**src/rtl/alu_arbiter_if.sv**
```systemverilog
// Request/response bundle between the two requesters, the response consumer and
// alu_arbiter.
//   req0_* / req1_* : valid, opcode (00 ADD, 01 SUB, 10 NAND, 11 XOR), a, b.
//                     ready comes back from the arbiter.
//   rsp_*           : valid, id, data and err go to the consumer.
//                     ready comes back from the consumer.
// master : requester/consumer side.  slave : arbiter side.
interface alu_arbiter_if #(
  parameter int DATA_W = 4
);
  logic              req0_valid;
  logic [1:0]        req0_op;
  logic [DATA_W-1:0] req0_a;
  logic [DATA_W-1:0] req0_b;
  logic              req0_ready;

  logic              req1_valid;
  logic [1:0]        req1_op;
  logic [DATA_W-1:0] req1_a;
  logic [DATA_W-1:0] req1_b;
  logic              req1_ready;

  logic              rsp_valid;
  logic              rsp_ready;
  logic              rsp_id;
  logic [DATA_W-1:0] rsp_data;
  logic              rsp_err;

  modport master (
    output req0_valid, req0_op, req0_a, req0_b,
    input  req0_ready,
    output req1_valid, req1_op, req1_a, req1_b,
    input  req1_ready,
    input  rsp_valid, rsp_id, rsp_data, rsp_err,
    output rsp_ready
  );

  modport slave (
    input  req0_valid, req0_op, req0_a, req0_b,
    output req0_ready,
    input  req1_valid, req1_op, req1_a, req1_b,
    output req1_ready,
    output rsp_valid, rsp_id, rsp_data, rsp_err,
    input  rsp_ready
  );
endinterface

```
**src/rtl/alu_arbiter.sv**
```systemverilog
// alu_arbiter: shares one external ALU between two requesters.
// It grants requests round-robin, latches the operands, holds them on the ALU for
// EXEC_CYCLES cycles and then captures the result. The response is held until the
// consumer takes it.
// Ports:
//   clk, rst    : clock and asynchronous active-high reset.
//   bus         : request and response handshakes (alu_arbiter_if.slave).
//   busy        : high whenever the FSM is not IDLE.
//   alu_in1/2   : registered ALU operands.
//   alu_opcode  : registered ALU opcode.
//   alu_out     : ALU result.
//   alu_error   : ALU overflow flag.
module alu_arbiter #(
  parameter int DATA_W      = 4,
  parameter int EXEC_CYCLES = 1
) (
  input  logic              clk,
  input  logic              rst,
  alu_arbiter_if.slave      bus,
  output logic              busy,
  output logic [DATA_W-1:0] alu_in1,
  output logic [DATA_W-1:0] alu_in2,
  output logic [1:0]        alu_opcode,
  input  logic [DATA_W-1:0] alu_out,
  input  logic              alu_error
);

  localparam int CNT_W = (EXEC_CYCLES > 1) ? $clog2(EXEC_CYCLES) : 1;
  localparam logic [CNT_W-1:0] CNT_LOAD = CNT_W'(EXEC_CYCLES - 1);

  typedef enum logic [1:0] {
    IDLE = 2'b00,
    EXEC = 2'b01,
    RESP = 2'b10
  } state_t;

  state_t            state_q, state_d;
  logic              rr_last_q, rr_last_d;
  logic [CNT_W-1:0]  cnt_q, cnt_d;
  logic [1:0]        op_q, op_d;
  logic [DATA_W-1:0] a_q, a_d;
  logic [DATA_W-1:0] b_q, b_d;
  logic              id_q, id_d;
  logic [DATA_W-1:0] rsp_data_q, rsp_data_d;
  logic              rsp_err_q, rsp_err_d;
  logic              rsp_id_q, rsp_id_d;

  logic              gnt_any;
  logic              gnt_id;
  logic              ready0, ready1;

  always_ff @(posedge clk or posedge rst) begin
    if (rst) begin
      state_q    <= IDLE;
      rr_last_q  <= 1'b1;
      cnt_q      <= '0;
      op_q       <= '0;
      a_q        <= '0;
      b_q        <= '0;
      id_q       <= 1'b0;
      rsp_data_q <= '0;
      rsp_err_q  <= 1'b0;
      rsp_id_q   <= 1'b0;
    end else begin
      state_q    <= state_d;
      rr_last_q  <= rr_last_d;
      cnt_q      <= cnt_d;
      op_q       <= op_d;
      a_q        <= a_d;
      b_q        <= b_d;
      id_q       <= id_d;
      rsp_data_q <= rsp_data_d;
      rsp_err_q  <= rsp_err_d;
      rsp_id_q   <= rsp_id_d;
    end
  end

  always_comb begin
    state_d    = state_q;
    rr_last_d  = rr_last_q;
    cnt_d      = cnt_q;
    op_d       = op_q;
    a_d        = a_q;
    b_d        = b_q;
    id_d       = id_q;
    rsp_data_d = rsp_data_q;
    rsp_err_d  = rsp_err_q;
    rsp_id_d   = rsp_id_q;
    gnt_any    = 1'b0;
    gnt_id     = 1'b0;
    ready0     = 1'b0;
    ready1     = 1'b0;

    case (state_q)
      IDLE: begin
        gnt_any = bus.req0_valid | bus.req1_valid;
        // A lone requester always wins. On a tie, the one not served last wins.
        if (bus.req0_valid && bus.req1_valid) gnt_id = ~rr_last_q;
        else                                  gnt_id = bus.req1_valid;
        ready0 = gnt_any & ~gnt_id;
        ready1 = gnt_any &  gnt_id;
        // ready is raised only toward a valid requester, so grant implies transfer.
        if (gnt_any) begin
          op_d      = gnt_id ? bus.req1_op : bus.req0_op;
          a_d       = gnt_id ? bus.req1_a  : bus.req0_a;
          b_d       = gnt_id ? bus.req1_b  : bus.req0_b;
          id_d      = gnt_id;
          rr_last_d = gnt_id;
          cnt_d     = CNT_LOAD;
          state_d   = EXEC;
        end
      end
      EXEC: begin
        if (cnt_q == '0) begin
          rsp_data_d = alu_out;
          rsp_err_d  = alu_error;
          rsp_id_d   = id_q;
          state_d    = RESP;
        end else begin
          cnt_d = cnt_q - CNT_W'(1);
        end
      end
      RESP: begin
        if (bus.rsp_ready) state_d = IDLE;
      end
      default: state_d = IDLE;
    endcase
  end

  // ready is masked by rst so that every output reads 0 while reset is held.
  assign bus.req0_ready = ready0 & ~rst;
  assign bus.req1_ready = ready1 & ~rst;
  assign bus.rsp_valid  = (state_q == RESP);
  assign bus.rsp_id     = rsp_id_q;
  assign bus.rsp_data   = rsp_data_q;
  assign bus.rsp_err    = rsp_err_q;
  assign busy           = (state_q != IDLE);
  assign alu_in1        = a_q;
  assign alu_in2        = b_q;
  assign alu_opcode     = op_q;

endmodule

```
**src/flat_wrapper.sv**
```systemverilog
// flat-port wrapper written by rule: the top's interface ports become plain ports
module alu_arbiter_flat 
#(
  parameter int DATA_W      = 4,
  parameter int EXEC_CYCLES = 1
)
  (clk, rst, busy, alu_in1, alu_in2, alu_opcode, alu_out, alu_error, bus_req0_valid, bus_req0_op, bus_req0_a, bus_req0_b, bus_req0_ready, bus_req1_valid, bus_req1_op, bus_req1_a, bus_req1_b, bus_req1_ready, bus_rsp_valid, bus_rsp_id, bus_rsp_data, bus_rsp_err, bus_rsp_ready);
  alu_arbiter_if #(.DATA_W(DATA_W)) bus_i ();
  input  logic clk;
  input  logic rst;
  output logic busy;
  output logic [DATA_W-1:0] alu_in1;
  output logic [DATA_W-1:0] alu_in2;
  output logic [1:0] alu_opcode;
  input  logic [DATA_W-1:0] alu_out;
  input  logic alu_error;
  input wire logic [$bits(bus_i.req0_valid)-1:0] bus_req0_valid;
  input wire logic [$bits(bus_i.req0_op)-1:0] bus_req0_op;
  input wire logic [$bits(bus_i.req0_a)-1:0] bus_req0_a;
  input wire logic [$bits(bus_i.req0_b)-1:0] bus_req0_b;
  output wire logic [$bits(bus_i.req0_ready)-1:0] bus_req0_ready;
  input wire logic [$bits(bus_i.req1_valid)-1:0] bus_req1_valid;
  input wire logic [$bits(bus_i.req1_op)-1:0] bus_req1_op;
  input wire logic [$bits(bus_i.req1_a)-1:0] bus_req1_a;
  input wire logic [$bits(bus_i.req1_b)-1:0] bus_req1_b;
  output wire logic [$bits(bus_i.req1_ready)-1:0] bus_req1_ready;
  output wire logic [$bits(bus_i.rsp_valid)-1:0] bus_rsp_valid;
  output wire logic [$bits(bus_i.rsp_id)-1:0] bus_rsp_id;
  output wire logic [$bits(bus_i.rsp_data)-1:0] bus_rsp_data;
  output wire logic [$bits(bus_i.rsp_err)-1:0] bus_rsp_err;
  input wire logic [$bits(bus_i.rsp_ready)-1:0] bus_rsp_ready;
  assign bus_i.req0_valid = bus_req0_valid;
  assign bus_i.req0_op = bus_req0_op;
  assign bus_i.req0_a = bus_req0_a;
  assign bus_i.req0_b = bus_req0_b;
  assign bus_req0_ready = bus_i.req0_ready;
  assign bus_i.req1_valid = bus_req1_valid;
  assign bus_i.req1_op = bus_req1_op;
  assign bus_i.req1_a = bus_req1_a;
  assign bus_i.req1_b = bus_req1_b;
  assign bus_req1_ready = bus_i.req1_ready;
  assign bus_rsp_valid = bus_i.rsp_valid;
  assign bus_rsp_id = bus_i.rsp_id;
  assign bus_rsp_data = bus_i.rsp_data;
  assign bus_rsp_err = bus_i.rsp_err;
  assign bus_i.rsp_ready = bus_rsp_ready;
  alu_arbiter #(.DATA_W(DATA_W), .EXEC_CYCLES(EXEC_CYCLES)) u_core (.clk(clk), .rst(rst), .bus(bus_i), .busy(busy), .alu_in1(alu_in1), .alu_in2(alu_in2), .alu_opcode(alu_opcode), .alu_out(alu_out), .alu_error(alu_error));
endmodule
```
**config.mk**
```make
export PLATFORM = sky130hd
export DESIGN_NAME = alu_arbiter_flat
export DESIGN_NICKNAME = d
export VERILOG_FILES = /design/src/rtl/alu_arbiter_if.sv /design/src/rtl/alu_arbiter.sv /design/src/flat_wrapper.sv
export SDC_FILE = /design/constraint.sdc
export NUM_CORES = 1
export LEC_CHECK = 0
export BUFFER_PORTS_ARGS = -buffer_cell sky130_fd_sc_hd__buf_2
export CAP_MARGIN = 0
export CORE_ASPECT_RATIO = 0.8
export CORE_UTILIZATION = 40
export DETAILED_ROUTE_END_ITERATION = 6
export PLACE_DENSITY = 0.73
export SYNTH_ARGS = -nofsm -noshare
export SYNTH_HDL_FRONTEND = slang
export SYNTH_SLANG_ARGS = --single-unit
```
**constraint.sdc**
```tcl
create_clock -name clk -period 2.64 [get_ports clk]
set_clock_uncertainty 0.2 [all_clocks]
set_input_delay 0.396 -clock clk [delete_from_list [all_inputs] [get_ports clk]]
set_output_delay 0.396 -clock clk [all_outputs]
set_load 0.02 [all_outputs]
```
==> flow_metrics.env <==
export IMPL_io_buffers=49
export IMPL_yosys_most_used_dff="dfrtp_1"
export IMPL_layout_min_cycle_time_ns=2.09
export IMPL_worst_ep_required_time_ns=2.04
export IMPL_post_drt_via_cell_ratio=4.94
export IMPL_ys_types=20
export IMPL_grt_pass1_wl_mm=3.34
export IMPL_start_util_pct=42.3
export IMPL_instances_no_fill=162
export IMPL_critPathMaxFanout=15
export IMPL_tritoncts="done"
export IMPL_clockRootBuffer="clkbuf_4"
export IMPL_syn_num_nets=119
export IMPL_layout_nets=168
export IMPL_hold_class="in2async"
export IMPL_layout_drive_gt1_share_pct=48.9
export IMPL_hold_viol=0
export IMPL_core_region_area_sq_um=2160
export IMPL_io_pin_count=50
export IMPL_dr_total_vias=800
export IMPL_netlist_area_sq_um=913
export IMPL_gr_usage_all_layers_pct=18.0
export IMPL_layout_common_cells="buf_2, nand2_1, dfrtp_1"
export IMPL_wl_mm=1.97
export IMPL_final_common_cell="buf_2"
export IMPL_yosysSeqAreaShare_pct=54.9
export IMPL_endpoint_kind="output port"
export IMPL_yosysTopAreaCellShare_pct=52.1
export IMPL_leakage_nw=0.607
export IMPL_ys_ff_latch=20
export IMPL_drt_initial_drc_count=24
export IMPL_diodes=0
export IMPL_avgSynthCellArea_sq_um=10.3
export IMPL_cts_setup_buffers=0
export IMPL_cts_sinks=20
export IMPL_power_mw=1.46
export IMPL_critPathArrivalTime_ns=1.49
export IMPL_start_kind="register"
export IMPL_fmax_mhz=479
export IMPL_vdd_drop_max_v=0.000690
export IMPL_tns_ns=0
export IMPL_cap_violations=0
export IMPL_synthToLayoutAreaGrowth_pct=30.5
export IMPL_worst_setup_path_type="reg2out"
export IMPL_grt_max_degree=21
export IMPL_ant_nets=0
export IMPL_cts_buffers=3
export IMPL_status="finished clean"
export IMPL_drtPass1Iterations=4
export IMPL_fin_crit_sh_pct=79.1
export IMPL_worst_pin_slew_ns=0.729
export IMPL_h_tree_depth=1
export IMPL_die_area_sq_um=2480
export IMPL_synth_warning_count=0
export IMPL_antenna_found_initial=0
export IMPL_powerDensity_nw_per_um2=1220
export IMPL_cts_clk_slew_worst_paths_ns=0.11
export IMPL_netlist_instances=89
export IMPL_rsz0062_at_grt="false"
export IMPL_dp_hpwl_mm=1.43
export IMPL_async_flop_share_pct=100
export IMPL_fin_hold_ws_ns=0.0119
export IMPL_slew_violations=0
export IMPL_dpl_cell_count=158
export IMPL_cts_buffer_depth=2
export IMPL_gp_congestion=0.662
export IMPL_dieHeight_um=44.7
export IMPL_rows=15
export IMPL_cts_hold_buf=0
export IMPL_ctsResizeCount=0
export IMPL_route_detailed_drc=0
export IMPL_synth_area_leaders="dfrtp_1, nand2_1, a31oi_1"
export IMPL_synth_edf_count=0
export IMPL_grt_pass1_vias=746
export IMPL_slew_limit_headroom_pct=51.3
export IMPL_setup_violations_final=0
export IMPL_post_drt_wl_per_cell_um=12.1
export IMPL_grt_ovfl_total=0
export IMPL_synth_top_cell_by_area="dfrtp_1"
export IMPL_die_w_um=55.4
export IMPL_insertion_delay_ns=0.30
## flip-flops by register name, summed over array words and instances, names as in the netlist
name / flops
u_core.alu_in1: 4
u_core.alu_in2: 4
u_core.bus.rsp_data: 4
u_core.alu_opcode: 2
u_core.state_q: 2
u_core.bus.rsp_err: 1
u_core.bus.rsp_id: 1
u_core.id_q: 1
u_core.rr_last_q: 1
## worst max-delay path, cell delays in order, from the launching register on
cell and delay (ns):
dfrtp_1 0.43, nor2_4 0.34, inv_1 0.10, nor3_1 0.13, buf_2 0.19
## layout make-up
| cell class | instances | area, sq um |
|---|---|---|
| clock buffer | 4 | 36.3 |
| inverter | 4 | 15.0 |
| multi-input combinational | 59 | 355 |
| timing repair buffer | 50 | 253 |
| fill | 203 | 966 |
| sequential | 20 | 502 |
| tap | 25 | 31.3 |
## Yosys cell counts, types with 2 or more instances
master	instances
nand2_1	20
a31oi_1	11
nand2b_1	2
inv_1	3
nor3_1	2
a21oi_1	11
buf_2	3
buf_4	2
dfrtp_1	19
mux2_2	6
## kinds of logic (layout without fill, tap and decap cells)
| family | Yosys count | count (layout) | share of synthesized area, % |
|---|---|---|---|
| simple gates | 27 | 27 | 14.1 |
| compound gates | 26 | 26 | 17.4 |
| flops | 20 | 20 | 54.9 |
| buf+inv | 10 | 58 | 6.16 |
| mux | 6 | 6 | 7.40 |
## metal layers
metal	wire, um	track usage (%)	vias up
met5	0	0	-
met4	33	7.50	0
met3	190	6.59	5
met2	865	28.0	42
met1	877	23.2	352
li1	-	-	401
## metrics by stage
| step | cell area (sq um) | setup WS (ns) | util (%) |
|---|---|---|---|
| 2_1_floorplan | 913 | 0.705 | - |
| 3_3_place_gp | 1160 | 0.878 | 53.6 |
| 3_5_place_dp | 1160 | 0.866 | 53.6 |
| 4_1_cts | 1190 | 0.537 | 55.2 |
| 5_1_grt | 1190 | 0.403 | 55.2 |
| 6_report | 1190 | 0.553 | 55.2 |
## power breakdown
group	leakage [nW]	switching [mW]	internal, mW	total (mW)
sequential	0.230	0.0902	0.467	0.558
combinational	0.356	0.444	0.278	0.722
clock	0.0210	0.0939	0.0842	0.178
total	0.607	0.628	0.830	1.46
## worst paths after layout
| check | cells past startpoint | end | slack, ns | start |
|---|---|---|---|---|
| worst min-delay path | 2 | u_core.alu_opcode[0]$_DFFE_PP0P_ | 0.01 | rst |
| worst min register to register | 1 | u_core.bus.rsp_data[1]$_DFFE_PP0N_ | 0.31 | u_core.bus.rsp_data[1]$_DFFE_PP0N_ |
| worst max-delay path | 4 | bus_req1_ready | 0.55 | u_core.state_q[0]$_DFFE_PP0P_ |
| worst max register to register | 4 | u_core.alu_in2[2]$_DFFE_PP0P_ | 1.18 | u_core.state_q[0]$_DFFE_PP0P_ |
| max in group asynchronous | 2 | u_core.bus.rsp_data[1]$_DFFE_PP0N_ | 1.77 | rst |
| min in group clk | 2 | u_core.state_q[1]$_DFFE_PP0P_ | 0.08 | bus_rsp_ready |
(Power assumes the default switching activity.)
